## config.mk

```make
export PLATFORM = sky130hd
export DESIGN_NAME = seq_frame_tx
export DESIGN_NICKNAME = d
export VERILOG_FILES = /design/src/rtl/seq_fsm_pkg.sv /design/src/rtl/piso_shift_reg.sv /design/src/rtl/seq_frame_tx.sv
export SDC_FILE = /design/constraint.sdc
export NUM_CORES = 1
export LEC_CHECK = 0
export BUFFER_PORTS_ARGS = -buffer_cell sky130_fd_sc_hd__buf_2
export CORE_UTILIZATION = 50
export CTS_CLUSTER_DIAMETER = 50
export DETAILED_ROUTE_END_ITERATION = 12
export PLACE_DENSITY = 0.78
export SLEW_MARGIN = 40
export SYNTH_ARGS = -nofsm -noshare
export SYNTH_HDL_FRONTEND = slang
export SYNTH_HIERARCHICAL = 1
export SYNTH_SLANG_ARGS = --single-unit
```

## constraint.sdc

```tcl
create_clock -name clk -period 2.1 [get_ports clk]
set_input_delay 0.315 -clock clk [delete_from_list [all_inputs] [get_ports clk]]
set_output_delay 0.315 -clock clk [all_outputs]
set_load 0.02 [all_outputs]
```

## src/rtl/seq_fsm_pkg.sv

```systemverilog
// Shared definitions for the serial frame transmitter family.
//   tx_state_t : frame FSM states
//   SYNC_1010  : default sync marker
//   max()      : integer maximum, used for counter sizing
package seq_fsm_pkg;

   // Prefixed names keep the GAP state clear of the GAP parameter of the
   // modules that import this package.
   typedef enum logic [1:0] {
      ST_IDLE = 2'd0,
      ST_MARK = 2'd1,
      ST_DATA = 2'd2,
      ST_GAP  = 2'd3
   } tx_state_t;

   localparam logic [3:0] SYNC_1010 = 4'b1010;

   function automatic int max(input int a, input int b);
      return (a > b) ? a : b;
   endfunction

endpackage

```

## src/rtl/piso_shift_reg.sv

```systemverilog
// Parallel-in serial-out shift register, MSB first.
//   clk, rst : clock, asynchronous active-high reset
//   load_i   : capture data_i (has priority over shift_i)
//   shift_i  : shift left by one, zero fill
//   data_i   : parallel word
//   msb_o    : current most significant bit
module piso_shift_reg #(
   parameter int W = 8
) (
   input  logic         clk,
   input  logic         rst,
   input  logic         load_i,
   input  logic         shift_i,
   input  logic [W-1:0] data_i,
   output logic         msb_o
);

   logic [W-1:0] sr_q, sr_d;

   always_comb begin
      sr_d = sr_q;
      if (load_i)
         sr_d = data_i;
      else if (shift_i)
         sr_d = sr_q << 1;   // stays W wide, so W==1 simply clears
   end

   always_ff @(posedge clk or posedge rst) begin
      if (rst) sr_q <= '0;
      else     sr_q <= sr_d;
   end

   assign msb_o = sr_q[W-1];

endmodule

```

## src/rtl/seq_frame_tx.sv

```systemverilog
// Serial frame transmitter: sync marker, payload MSB-first, idle gap.
//   clk, rst   : clock, asynchronous active-high reset
//   in_data    : payload word, accepted on in_valid && in_ready
//   in_valid   : payload offered
//   in_ready   : high in IDLE only (low while in reset)
//   tx_out     : serial bit, IDLE_BIT outside marker/payload
//   tx_valid   : tx_out carries a marker or payload bit
//   busy       : frame in progress
//   frame_done : one-cycle pulse in the cycle after the last payload bit
// All outputs decode registered state only.
module seq_frame_tx
   import seq_fsm_pkg::*;
#(
   parameter int                    DATA_W   = 8,
   parameter int                    MARKER_W = 4,
   parameter logic [MARKER_W-1:0]   MARKER   = MARKER_W'(SYNC_1010),
   parameter int                    GAP      = 2,
   parameter logic                  IDLE_BIT = 1'b0
) (
   input  logic              clk,
   input  logic              rst,
   input  logic [DATA_W-1:0] in_data,
   input  logic              in_valid,
   output logic              in_ready,
   output logic              tx_out,
   output logic              tx_valid,
   output logic              busy,
   output logic              frame_done
);

   localparam int CNT_W = $clog2(max(max(DATA_W, MARKER_W), max(GAP, 1)) + 1);

   tx_state_t          state_q, state_d;
   logic [CNT_W-1:0]   cnt_q, cnt_d;
   logic               in_ready_q;
   logic               frame_done_q, frame_done_d;
   logic               sr_load, sr_shift, sr_msb;
   logic               accept;
   logic [MARKER_W-1:0] mark_sh;

   // in_ready_q tracks "next state is IDLE", so it equals (state_q == IDLE)
   // except that it stays low through reset and the release cycle.
   assign accept = in_valid && in_ready_q;

   always_comb begin
      state_d      = state_q;
      cnt_d        = cnt_q;
      frame_done_d = 1'b0;
      sr_load      = 1'b0;
      sr_shift     = 1'b0;
      case (state_q)
         ST_IDLE: begin
            if (accept) begin
               sr_load = 1'b1;
               cnt_d   = CNT_W'(MARKER_W - 1);
               state_d = ST_MARK;
            end
         end
         ST_MARK: begin
            if (cnt_q == '0) begin
               cnt_d   = CNT_W'(DATA_W - 1);
               state_d = ST_DATA;
            end else begin
               cnt_d = cnt_q - 1'b1;
            end
         end
         ST_DATA: begin
            sr_shift = 1'b1;
            if (cnt_q == '0) begin
               frame_done_d = 1'b1;
               if (GAP > 0) begin
                  cnt_d   = CNT_W'(GAP - 1);
                  state_d = ST_GAP;
               end else begin
                  state_d = ST_IDLE;
               end
            end else begin
               cnt_d = cnt_q - 1'b1;
            end
         end
         ST_GAP: begin
            if (cnt_q == '0) state_d = ST_IDLE;
            else             cnt_d   = cnt_q - 1'b1;
         end
         default: state_d = ST_IDLE;
      endcase
   end

   always_ff @(posedge clk or posedge rst) begin
      if (rst) begin
         state_q      <= ST_IDLE;
         cnt_q        <= '0;
         in_ready_q   <= 1'b0;
         frame_done_q <= 1'b0;
      end else begin
         state_q      <= state_d;
         cnt_q        <= cnt_d;
         in_ready_q   <= (state_d == ST_IDLE);
         frame_done_q <= frame_done_d;
      end
   end

   piso_shift_reg #(.W(DATA_W)) u_sr (
      .clk     (clk),
      .rst     (rst),
      .load_i  (sr_load),
      .shift_i (sr_shift),
      .data_i  (in_data),
      .msb_o   (sr_msb)
   );

   // Marker bit cnt selected by shifting, avoiding an index-width mismatch
   // when the counter is wider than the marker needs.
   assign mark_sh = MARKER >> cnt_q;

   always_comb begin
      tx_out = IDLE_BIT;
      case (state_q)
         ST_MARK: tx_out = mark_sh[0];
         ST_DATA: tx_out = sr_msb;
         default: tx_out = IDLE_BIT;
      endcase
   end

   assign tx_valid   = (state_q == ST_MARK) || (state_q == ST_DATA);
   assign busy       = (state_q != ST_IDLE);
   assign in_ready   = in_ready_q;
   assign frame_done = frame_done_q;

endmodule

```

==> metrics.md, run 1 <==
| Metric | Value |
|---|---|
| Startpoint types | `register` |
| Via count | `786` |
| Reg clk slew, reported paths | `0.10 ns` |
| Seq cells post-synth | `16` |
| Met1 Usage GRT | `28.4%` |
| Worst slew margin | `73.3%` |
| Net switching power | `852 uW` |
| Setup TNS Final | `0 ns` |
| Final setup fails | `0` |
| Met2 global-route usage | `35.9%` |
| Io pins | `16` |
| Mapped Cells | `96` |
| Mapped Nets | `113` |
| Die H | `45.2 microns` |
| GRT busiest layer | `met2` |
| Yosys cell types | `31` |
| Pre-antenna DRT Iters | `7` |
| First-pass GRT wire length | `3.11 mm` |
| Met3 usage in global routing | `3.60%` |
| Iteration-0 DRC count of the detailed router | `32` |
| Drt drc | `0` |
| Switching Fraction | `46.0%` |
| Clock Tree Buf Depth | `2` |
| Worst vdd ir | `1040 uV` |
| Initial Util | `53.9%` |
| PD cells | `1680 mW/mm^2` |
| FP Rows | `15` |
| Layout cells sized above 1 | `25.0%` |
| Post-DP HPWL | `1.48 mm` |
| Final Hold Viols | `0` |
| Placed instance area | `0.00103 sq mm` |
| Tot GR Track Use | `22.1%` |
| Worst Setup Path Type | `register to primary output` |
| Clock power frac | `11.3%` |
| H-tree Lvls | `1` |
| N_diodes | `0` |
| Die extent in x | `45.2 microns` |
| Vias in the first global route | `672` |
| Largest net degree at the start of global routing | `18` |
| Setup crit end kind | `primary output` |
| Highest net fanout along the worst path | `5` |
| Sequential power share | `31.0%` |
| Leak | `0.000506 uW` |
| Post-layout min period | `1.96 ns` |
| Worst min-delay path class | `primary input to register` |
| Slew of the pin with the lowest slew margin | `0.399 ns` |
| Final Cell Area | `0.00110 sq mm` |
| Post-DRT Antenna Nets | `0` |
| Peak Freq | `510 MHz` |
| Final worst-path cycle share | `93.3%` |
| Later-pin clock latency in the skew report | `0.29 ns` |
| Clock Sink Count | `16` |
| Yosys warning count | `6` |
| RSZ-0062 raised after global routing | `no` |
| CP Data Required Time | `1.78 ns` |
| Outcome | `completed` |
| CTS Buf Count | `3` |
| # port buffers | `15` |
| Post-DR vias/cell | `5.57` |
| CTS tree | `done` |
| Detailed Route WL | `2.09 mm` |
| Area grow syn2layout | `18.1%` |
| Clock Skew | `0.000364 ns` |
| Avg Cell Area, Syn | `9.70 sq um` |
| Wire per inst | `14.8 microns` |
| Placer congestion estimate | `0.929` |
| FILL cells | `151` |
| Final net count | `134` |
| Max Slew Vio Count | `0` |
| Tot Pwr | `1850 uW` |
| P_int | `998 uW` |
| Hold WS | `0.232 ns` |
| Total grt overflow | `0` |
| Die Area | `0.00204 sq mm` |
| Synth Cell Area | `931 sq um` |
| Seq/Total Area, Yosys | `43.0%` |
| Worst EP arrival | `1.64 ns` |
| Logic pwr share | `57.7%` |
| Clock Tree Root | `clkbuf_4` |
| Initial antenna violation count | `0` |
| Max cap viols | `0` |
| Core area | `0.00173 sq mm` |
| Post-layout util | `63.7%` |
[sequential cells by signal, indices dropped and copies added (netlist names)]
name        flops
cnt_q           4
frame_done      1
in_ready        1
state_q         2
u_sr/sr_q       8
[per-stage QoR]
stage / cells / worst slack [ns]
6_report: 141 / 0.140
5_1_grt: 141 / 0.0627
4_1_cts: 141 / 0.0340
3_5_place_dp: 136 / 0.352
3_3_place_gp: 136 / 0.334
2_1_floorplan: 96 / 0.508
[layer usage]
| layer | routed length (microns) | vias to the layer above |
|---|---|---|
| met4 | 17 | 0 |
| met3 | 82 | 3 |
| met5 | 0 | - |
| met2 | 1060 | 27 |
| li1 | - | 374 |
| met1 | 928 | 382 |
[Yosys cell counts]
library cell	number	area share [%]
dfrtp_1	16	43
nand2_1	13	5.2
inv_1	9	3.6
mux2i_1	7	7.5
o21ai_1	7	3.8
a21oi_1	6	3.2
ha_1	6	8.1
nor2_1	5	2.0
buf_6	2	2.4
nor3_1	2	1.1
o21ai_0	2	1.1
o22a_1	2	1.9
a211oi_1	1	0.81
a21o_1	1	0.81
a21oi_2	1	0.94
a21oi_4	1	1.7
a22oi_1	1	0.81
a31oi_1	1	0.67
a32o_1	1	1.1
and3_1	1	0.67
buf_2	1	0.54
nand2b_1	1	0.67
nor2b_1	1	0.67
nor3b_2	1	1.3
nor4b_1	1	0.94
o21a_1	1	0.81
o311ai_1	1	0.94
o31ai_1	1	0.81
o32ai_1	1	0.94
or2_1	1	0.67
or3b_4	1	1.2
[cells by family (layout without fill, tap and decap cells)]
kind of cell	count (synthesis)	in the layout	share of synthesized area [%]
AO/OA/AOI/OAI	28	28	20.3
AND/OR/NAND/NOR	27	27	14.5
flip-flops	16	16	43.0
buffers and inverters	12	32	6.59
multiplexers	7	7	7.53
adder cells (fa/ha/maj)	6	6	8.06
[power by group through the flow]
stage          clock network (uW)  logic, uW  registers (uW)
2_1_floorplan                   0        785             552
3_5_place_dp                    0       1010             568
3_3_place_gp                    0        973             559
5_1_grt                       220       1160             588
6_report                      209       1070             574
4_1_cts                       208       1020             563
[worst paths after layout]
| kind | from | to | slack [ns] | cells after the start |
|---|---|---|---|---|
| min reg2reg | cnt_q[1] | cnt_q[1] | 0.56 | 1 |
| max | state_q[1] | tx_out | 0.14 | 6 |
| min | in_data[3] | u_sr/sr_q[3] | 0.23 | 3 |
| min in group asynchronous | rst | u_sr/sr_q[1] | 0.51 | 3 |
| max reg2reg | cnt_q[0] | cnt_q[2] | 0.33 | 6 |
| max in group asynchronous | rst | state_q[1] | 1.33 | 3 |
[worst max-delay path: stages (launching register included)]
cell and delay [ns]:
dfrtp_1 0.44, inv_1 0.15, ha_4 0.17, nor4b_2 0.24
a21oi_1 0.09, nor2b_1 0.11, buf_2 0.16
[cells in the final DEF (no fill, tap or decap), types with 2 or more instances in the layout]
| cell type | count |
|---|---|
| dfrtp_1 | 16 |
| o21ai_0 | 2 |
| nor2_1 | 5 |
| o22a_1 | 2 |
| mux2i_1 | 7 |
| inv_1 | 9 |
| clkbuf_4 | 3 |
| nor3_1 | 2 |
| nand2_1 | 13 |
| buf_2 | 15 |
| ha_1 | 4 |
| a21oi_1 | 6 |
| o21ai_1 | 7 |
| buf_4 | 3 |
[area by class of cell]
type                            count  area, sq um  share of cell area, %
Inverter                            9         33.8                   3.07
Sequential cell                    16          400                   36.4
Clock buffer                        4         36.3                   3.30
Multi-Input combinational cell     68          490                   44.6
Timing Repair Buffer               19          108                   9.78
Tap cell                           25         31.3                   2.84
[repair_timing]
action,CTS,global route
setup buffers,0,0
endpoints found under the hold margin,16,0
endpoints found under the setup margin,0,1
resized for setup,0,4
hold buffers,1,0
(Power assumes the default switching activity.)
==> run 2, diff against run 1 <==
--- a/config.mk
+++ b/config.mk
@@ -6,10 +6,12 @@
 export NUM_CORES = 1
 export LEC_CHECK = 0
 export BUFFER_PORTS_ARGS = -buffer_cell sky130_fd_sc_hd__buf_2
-export CORE_UTILIZATION = 50
+export CELL_PAD_IN_SITES_DETAIL_PLACEMENT = 1
+export CELL_PAD_IN_SITES_GLOBAL_PLACEMENT = 1
+export CORE_UTILIZATION = 41
 export CTS_CLUSTER_DIAMETER = 50
 export DETAILED_ROUTE_END_ITERATION = 12
-export PLACE_DENSITY = 0.78
+export PLACE_DENSITY = 0.82
 export SLEW_MARGIN = 40
 export SYNTH_ARGS = -nofsm -noshare
 export SYNTH_HDL_FRONTEND = slang
==> metrics.md, run 2 (synthesis results as in run 1) <==
| Metric | Value |
|---|---|
| P_int | `985 uW (was 998 uW)` |
| N_diodes | `0 (unchanged)` |
| Detailed Route WL | `2.27 mm (was 2.09 mm)` |
| Setup TNS Final | `0 ns (unchanged)` |
| Later-pin clock latency in the skew report | `0.28 ns (was 0.29 ns)` |
| Worst EP arrival | `1.67 ns (was 1.64 ns)` |
| Peak Freq | `505 MHz (was 510 MHz)` |
| Net switching power | `845 uW (was 852 uW)` |
| Tot GR Track Use | `21.3% (was 22.1%)` |
| CP Data Required Time | `1.78 ns (about the same)` |
| DP Worst Slack | `0.350 ns (was 0.352 ns)` |
| CP max stage delay | `0.43 ns (was 0.44 ns)` |
| Max Slew Vio Count | `0 (unchanged)` |
| Commonest non-fill, non-tap cell in the layout | `dfrtp_1 (unchanged)` |
| Setup crit end kind | `primary output (unchanged)` |
| Largest net degree at the start of global routing | `18 (unchanged)` |
| Drt drc | `0 (unchanged)` |
| Die H | `49.7 microns (was 45.2 microns)` |
| Startpoint types | `register (unchanged)` |
| Final worst slack | `0.119 ns (was 0.140 ns)` |
| Post-DRT Antenna Nets | `0 (unchanged)` |
| Placed instance area | `0.00103 sq mm (about the same)` |
| Clock Skew | `0.00376 ns (was 0.000364 ns)` |
| GRT busiest layer | `met2 (unchanged)` |
| Top reg by flops | `u_sr/sr_q (unchanged)` |
| Final net count | `134 (unchanged)` |
| Wire per inst | `15.9 microns (was 14.8 microns)` |
| FP Rows | `16 (was 15)` |
| Clock Sink Count | `16 (unchanged)` |
| Clock Tree Root | `clkbuf_4 (unchanged)` |
| Worst min-delay path class | `primary input to register (unchanged)` |
| Initial Util | `45.6% (was 53.9%)` |
| Post-layout util | `53.2% (was 63.7%)` |
| Worst vdd ir | `940 uV (was 1040 uV)` |
| Area grow syn2layout | `16.8% (was 18.1%)` |
| Final Hold Viols | `0 (unchanged)` |
| # port buffers | `15 (unchanged)` |
| Clock power frac | `10.9% (was 11.3%)` |
| Post-layout min period | `1.98 ns (was 1.96 ns)` |
| CTS tree | `done (unchanged)` |
| Logic pwr share | `57.7% (about the same)` |
| Outcome | `completed (unchanged)` |
| Worst slew margin | `77.1% (was 73.3%)` |
| Clock Tree Buf Depth | `2 (unchanged)` |
| Post-DP HPWL | `1.76 mm (was 1.48 mm)` |
| Vias in the first global route | `856 (was 672)` |
| Met1 Usage GRT | `25.5% (was 28.4%)` |
| Reg clk slew, reported paths | `0.09 ns (was 0.10 ns)` |
| Highest net fanout along the worst path | `5 (unchanged)` |
| Placer congestion estimate | `0.837 (was 0.929)` |
| Total grt overflow | `0 (unchanged)` |
| Most frequent cells in the layout | `dfrtp_1, buf_2, nand2_1 (unchanged)` |
| Slew of the pin with the lowest slew margin | `0.342 ns (was 0.399 ns)` |
| PD cells | `1680 mW/mm^2 (about the same)` |
| CP max stage cell | `dfrtp_1 (unchanged)` |
| Crit path cell chain | `inv_1 > ha_1 > nor4b_2 > a21oi_1 > nor2b_1 > buf_2 (was inv_1 > ha_4 > nor4b_2 > a21oi_1 > nor2b_1 > buf_2)` |
| First-pass GRT wire length | `3.97 mm (was 3.11 mm)` |
| Via count | `798 (was 786)` |
| Max cap viols | `0 (unchanged)` |
| Hold WS | `0.240 ns (was 0.232 ns)` |
| Layout cells sized above 1 | `23.3% (was 25.0%)` |
| Post-DR vias/cell | `5.58 (was 5.57)` |
| Leak | `0.000507 uW (was 0.000506 uW)` |
| Met3 usage in global routing | `7.41% (was 3.60%)` |
| Biggest regs | `u_sr/sr_q: 8 flops, cnt_q: 4 flops, state_q: 2 flops (unchanged)` |
| Core area | `0.00204 sq mm (was 0.00173 sq mm)` |
| Initial antenna violation count | `0 (unchanged)` |
| Iteration-0 DRC count of the detailed router | `10 (was 32)` |
| CTS Buf Count | `3 (unchanged)` |
| Final Cell Area | `0.00109 sq mm (was 0.00110 sq mm)` |
| Switching Fraction | `46.2% (was 46.0%)` |
| Die Area | `0.00247 sq mm (was 0.00204 sq mm)` |
| Io pins | `16 (unchanged)` |
| Sequential power share | `31.4% (was 31.0%)` |
| Met2 global-route usage | `35.6% (was 35.9%)` |
| Worst Setup Path Type | `register to primary output (unchanged)` |
| RSZ-0062 raised after global routing | `no (unchanged)` |
| Max reg flops | `8 (unchanged)` |
| Final setup fails | `0 (unchanged)` |
| H-tree Lvls | `1 (unchanged)` |
| Final worst-path cycle share | `94.3% (was 93.3%)` |
| Die extent in x | `49.7 microns (was 45.2 microns)` |
| Pre-antenna DRT Iters | `4 (was 7)` |
==> run 2: cell counts in the layout (fill, tap and decap cells not counted) <==
No cell type changed its count.
==> run 2: critical path, delay by kind of cell, from the launching register on <==
family	cells	cell delay (ns)
flip-flops	1	0.43
adder cells (fa/ha/maj)	1	0.24
buffers and inverters	2	0.29
AND/OR/NAND/NOR	2	0.36
AO/OA/AOI/OAI	1	0.07
==> run 2: routing by layer <==
| layer | share of wire, % | up-vias |
|---|---|---|
| li1 | - | 377 |
| met1 | 43 | 394 |
| met2 | 50 | 21 |
| met3 | 5.6 | 6 |
| met4 | 1.7 | 0 |
| met5 | 0 | - |
==> run 2: per-stage QoR <==
stage | power, uW | std cells
floorplan | 1340 | 96
CTS | 1830 | 143
global route | 1980 | 143
detailed placement | 1610 | 138
global placement | 1550 | 138
finish | 1830 | 143
==> run 2: final cells by class <==
| class | count | area, sq um |
|---|---|---|
| repair buffers | 19 | 108 |
| clock buffers | 4 | 36.3 |
| well taps | 27 | 33.8 |
| inverters | 9 | 33.8 |
| multi-input cells | 68 | 475 |
| flip-flops and latches | 16 | 400 |
| fillers | 265 | 955 |
==> run 2: timing repair <==
item,4_1_cts,5_1_grt
endpoints found under the setup margin,0,1
hold buffers,1,0
endpoints found under the hold margin,16,0
resized for setup,0,1
setup buffers,0,0
==> run 2: path summary, 6_finish.rpt <==
kind                            start      endpoint  slack, ns  cells past startpoint
hold / removal             in_data[7]  u_sr/sr_q[7]       0.24                      3
max in group asynchronous         rst      cnt_q[2]       1.32                      3
min in group asynchronous         rst  u_sr/sr_q[7]       0.52                      3
setup reg to reg             cnt_q[0]      in_ready       0.33                      6
hold reg to reg              cnt_q[1]      cnt_q[1]       0.56                      1
setup / recovery           state_q[1]        tx_out       0.12                      6
==> run 2: power groups by stage <==
stage	logic (uW)	registers, uW	clock network, uW
after CTS	1050	572	209
after floorplan	785	552	0
final	1060	574	199
after global placement	985	561	0
after global routing	1160	595	219
after detailed placement	1030	578	0
==> run 3, diff against run 2 <==
--- a/config.mk
+++ b/config.mk
@@ -8,10 +8,11 @@
 export BUFFER_PORTS_ARGS = -buffer_cell sky130_fd_sc_hd__buf_2
 export CELL_PAD_IN_SITES_DETAIL_PLACEMENT = 1
 export CELL_PAD_IN_SITES_GLOBAL_PLACEMENT = 1
-export CORE_UTILIZATION = 41
+export CORE_UTILIZATION = 43
+export CTS_BUF_LIST = sky130_fd_sc_hd__clkbuf_8
 export CTS_CLUSTER_DIAMETER = 50
 export DETAILED_ROUTE_END_ITERATION = 12
-export PLACE_DENSITY = 0.82
+export PLACE_DENSITY = 0.86
 export SLEW_MARGIN = 40
 export SYNTH_ARGS = -nofsm -noshare
 export SYNTH_HDL_FRONTEND = slang
==> metrics.md, run 3 (synthesis results as in run 1) <==
| Metric | Value |
|---|---|
| FP Rows | `16 (unchanged)` |
| Worst EP arrival | `1.62 ns (was 1.67 ns)` |
| Initial antenna violation count | `0 (unchanged)` |
| Biggest regs | `u_sr/sr_q: 8 flops, cnt_q: 4 flops, state_q: 2 flops (unchanged)` |
| RSZ-0062 raised after global routing | `no (unchanged)` |
| Commonest non-fill, non-tap cell in the layout | `dfrtp_1 (unchanged)` |
| CTS tree | `done (unchanged)` |
| Sequential Area | `400 sq um (unchanged)` |
| Final Hold Viols | `0 (unchanged)` |
| H-tree Lvls | `1 (unchanged)` |
| Outcome | `completed (unchanged)` |
| Area of the multi-input gates | `487 sq um (was 475 sq um)` |
| Max cap viols | `0 (unchanged)` |
| Area grow syn2layout | `19.0% (was 16.8%)` |
| Wire per inst | `16.1 microns (was 15.9 microns)` |
| Clock Tree Buf Depth | `2 (unchanged)` |
| Peak Freq | `516 MHz (was 505 MHz)` |
| Die H | `48.5 microns (was 49.7 microns)` |
| Reg2reg start | `cnt_q[0] (unchanged)` |
| Die extent in x | `48.5 microns (was 49.7 microns)` |
| Max reg flops | `8 (unchanged)` |
| Leak | `0.000512 uW (was 0.000507 uW)` |
| Tot GR Track Use | `22.6% (was 21.3%)` |
| FILL cells | `240 (was 265)` |
| Later-pin clock latency in the skew report | `0.25 ns (was 0.28 ns)` |
| Highest net fanout along the worst path | `5 (unchanged)` |
| Final setup fails | `0 (unchanged)` |
| Drt drc | `0 (unchanged)` |
| Placer congestion estimate | `0.764 (was 0.837)` |
| Iteration-0 DRC count of the detailed router | `9 (was 10)` |
| Post-DP HPWL | `1.69 mm (was 1.76 mm)` |
| Worst vdd ir | `1010 uV (was 940 uV)` |
| Largest net degree at the start of global routing | `12 (was 18)` |
| Initial Util | `46.5% (was 45.6%)` |
| FF-to-FF End | `cnt_q[2] (was in_ready)` |
| N_diodes | `0 (unchanged)` |
| # Post-CTS Setup Buffers | `0 (unchanged)` |
| Final net count | `133 (was 134)` |
| First-pass GRT wire length | `4.08 mm (was 3.97 mm)` |
| Flop-to-flop setup slack | `0.29 ns (was 0.33 ns)` |
| Clock Skew | `0.00311 ns (was 0.00376 ns)` |
| Setup crit end kind | `primary output (unchanged)` |
| Worst Setup Path Type | `register to primary output (unchanged)` |
| Detailed Route WL | `2.29 mm (was 2.27 mm)` |
| Clock Tree Root | `clkbuf_8 (was clkbuf_4)` |
| Startpoint types | `register (unchanged)` |
| Final worst-path cycle share | `92.3% (was 94.3%)` |
| Io pins | `16 (unchanged)` |
| Hold WS | `0.00398 ns (was 0.240 ns)` |
| Via count | `754 (was 798)` |
| Most frequent cells in the layout | `dfrtp_1, buf_2, nand2_1 (unchanged)` |
| Total grt overflow | `0 (unchanged)` |
| Worst slew margin | `75.2% (was 77.1%)` |
| Die Area | `0.00236 sq mm (was 0.00247 sq mm)` |
| Post-DR vias/cell | `5.31 (was 5.58)` |
| Vias in the first global route | `846 (was 856)` |
| R2R depth | `6 (unchanged)` |
| Post-DRT Antenna Nets | `0 (unchanged)` |
| Worst min-delay path class | `primary input to asynchronous set/reset pin (was primary input to register)` |
| CP Data Required Time | `1.78 ns (about the same)` |
| Pre-antenna DRT Iters | `4 (unchanged)` |
| Post-CTS Hold Buffers | `0 (was 1)` |
| Reg clk slew, reported paths | `0.06 ns (was 0.09 ns)` |
| Core area | `0.00200 sq mm (was 0.00204 sq mm)` |
| Setup TNS Final | `0 ns (unchanged)` |
| Top reg by flops | `u_sr/sr_q (unchanged)` |
| PD cells | `1730 mW/mm^2 (was 1680 mW/mm^2)` |
| Clock Sink Count | `16 (unchanged)` |
| Slew of the pin with the lowest slew margin | `0.370 ns (was 0.342 ns)` |
| Max Slew Vio Count | `0 (unchanged)` |
| Post-layout min period | `1.94 ns (was 1.98 ns)` |
| # port buffers | `15 (unchanged)` |
| CTS Buf Count | `3 (unchanged)` |
| Layout cells sized above 1 | `24.3% (was 23.3%)` |
-- run 3: area by class of cell --
class / instances / share of cell area [%]
clock buffer: 4 / 4.97
multi-input combinational: 68 / 44.0
sequential: 16 / 36.2
timing repair buffer: 18 / 8.81
tap: 27 / 3.05
inverter: 9 / 3.05
-- run 3: worst max-delay path by stage --
stage	from	depth (start not counted)	to
after global routing	state_q[1]	6	tx_out
after CTS	state_q[1]	6	tx_out
after global placement	state_q[1]	6	tx_out
after floorplan	state_q[1]	5	tx_out
final	state_q[1]	6	tx_out
after detailed placement	state_q[1]	6	tx_out
-- run 3: routing by layer --
| layer | wire, microns | vias up | GRT usage (%) |
|---|---|---|---|
| met5 | 0 | - | 0 |
| met4 | 24 | 0 | 7.35 |
| met3 | 47 | 4 | 2.83 |
| met2 | 1120 | 14 | 38.0 |
| met1 | 1090 | 361 | 30.4 |
| li1 | - | 375 | - |
-- run 3: stage by stage --
stage | util (%) | std cells | instance area (sq um) | total power [uW] | worst slack [ns]
after floorplan | - | 96 | 931 | 1340 | 0.508
after global placement | 51.7 | 138 | 1030 | 1540 | 0.389
after detailed placement | 51.7 | 138 | 1030 | 1610 | 0.335
after CTS | 54.4 | 142 | 1090 | 1890 | 0.0255
after global routing | 55.3 | 142 | 1110 | 2090 | 0.0217
final | 55.3 | 142 | 1110 | 1920 | 0.161
-- run 3: critical path: stages, from the launching register on --
cell     delay (ns)
dfrtp_1        0.42
inv_1          0.12
ha_2           0.24
nor4b_4        0.21
a21oi_1        0.07
nor2b_1        0.13
buf_2          0.17
-- run 3: timing repair --
action / in CTS / in global routing
endpoints found under the setup margin: 0 / 1
hold endpoints to repair: 0 / 0
resized for setup: 0 / 3
-- run 3: power by group --
part           internal [uW]  switching [uW]
registers                453             125
clock network            166             109
logic                    438             628
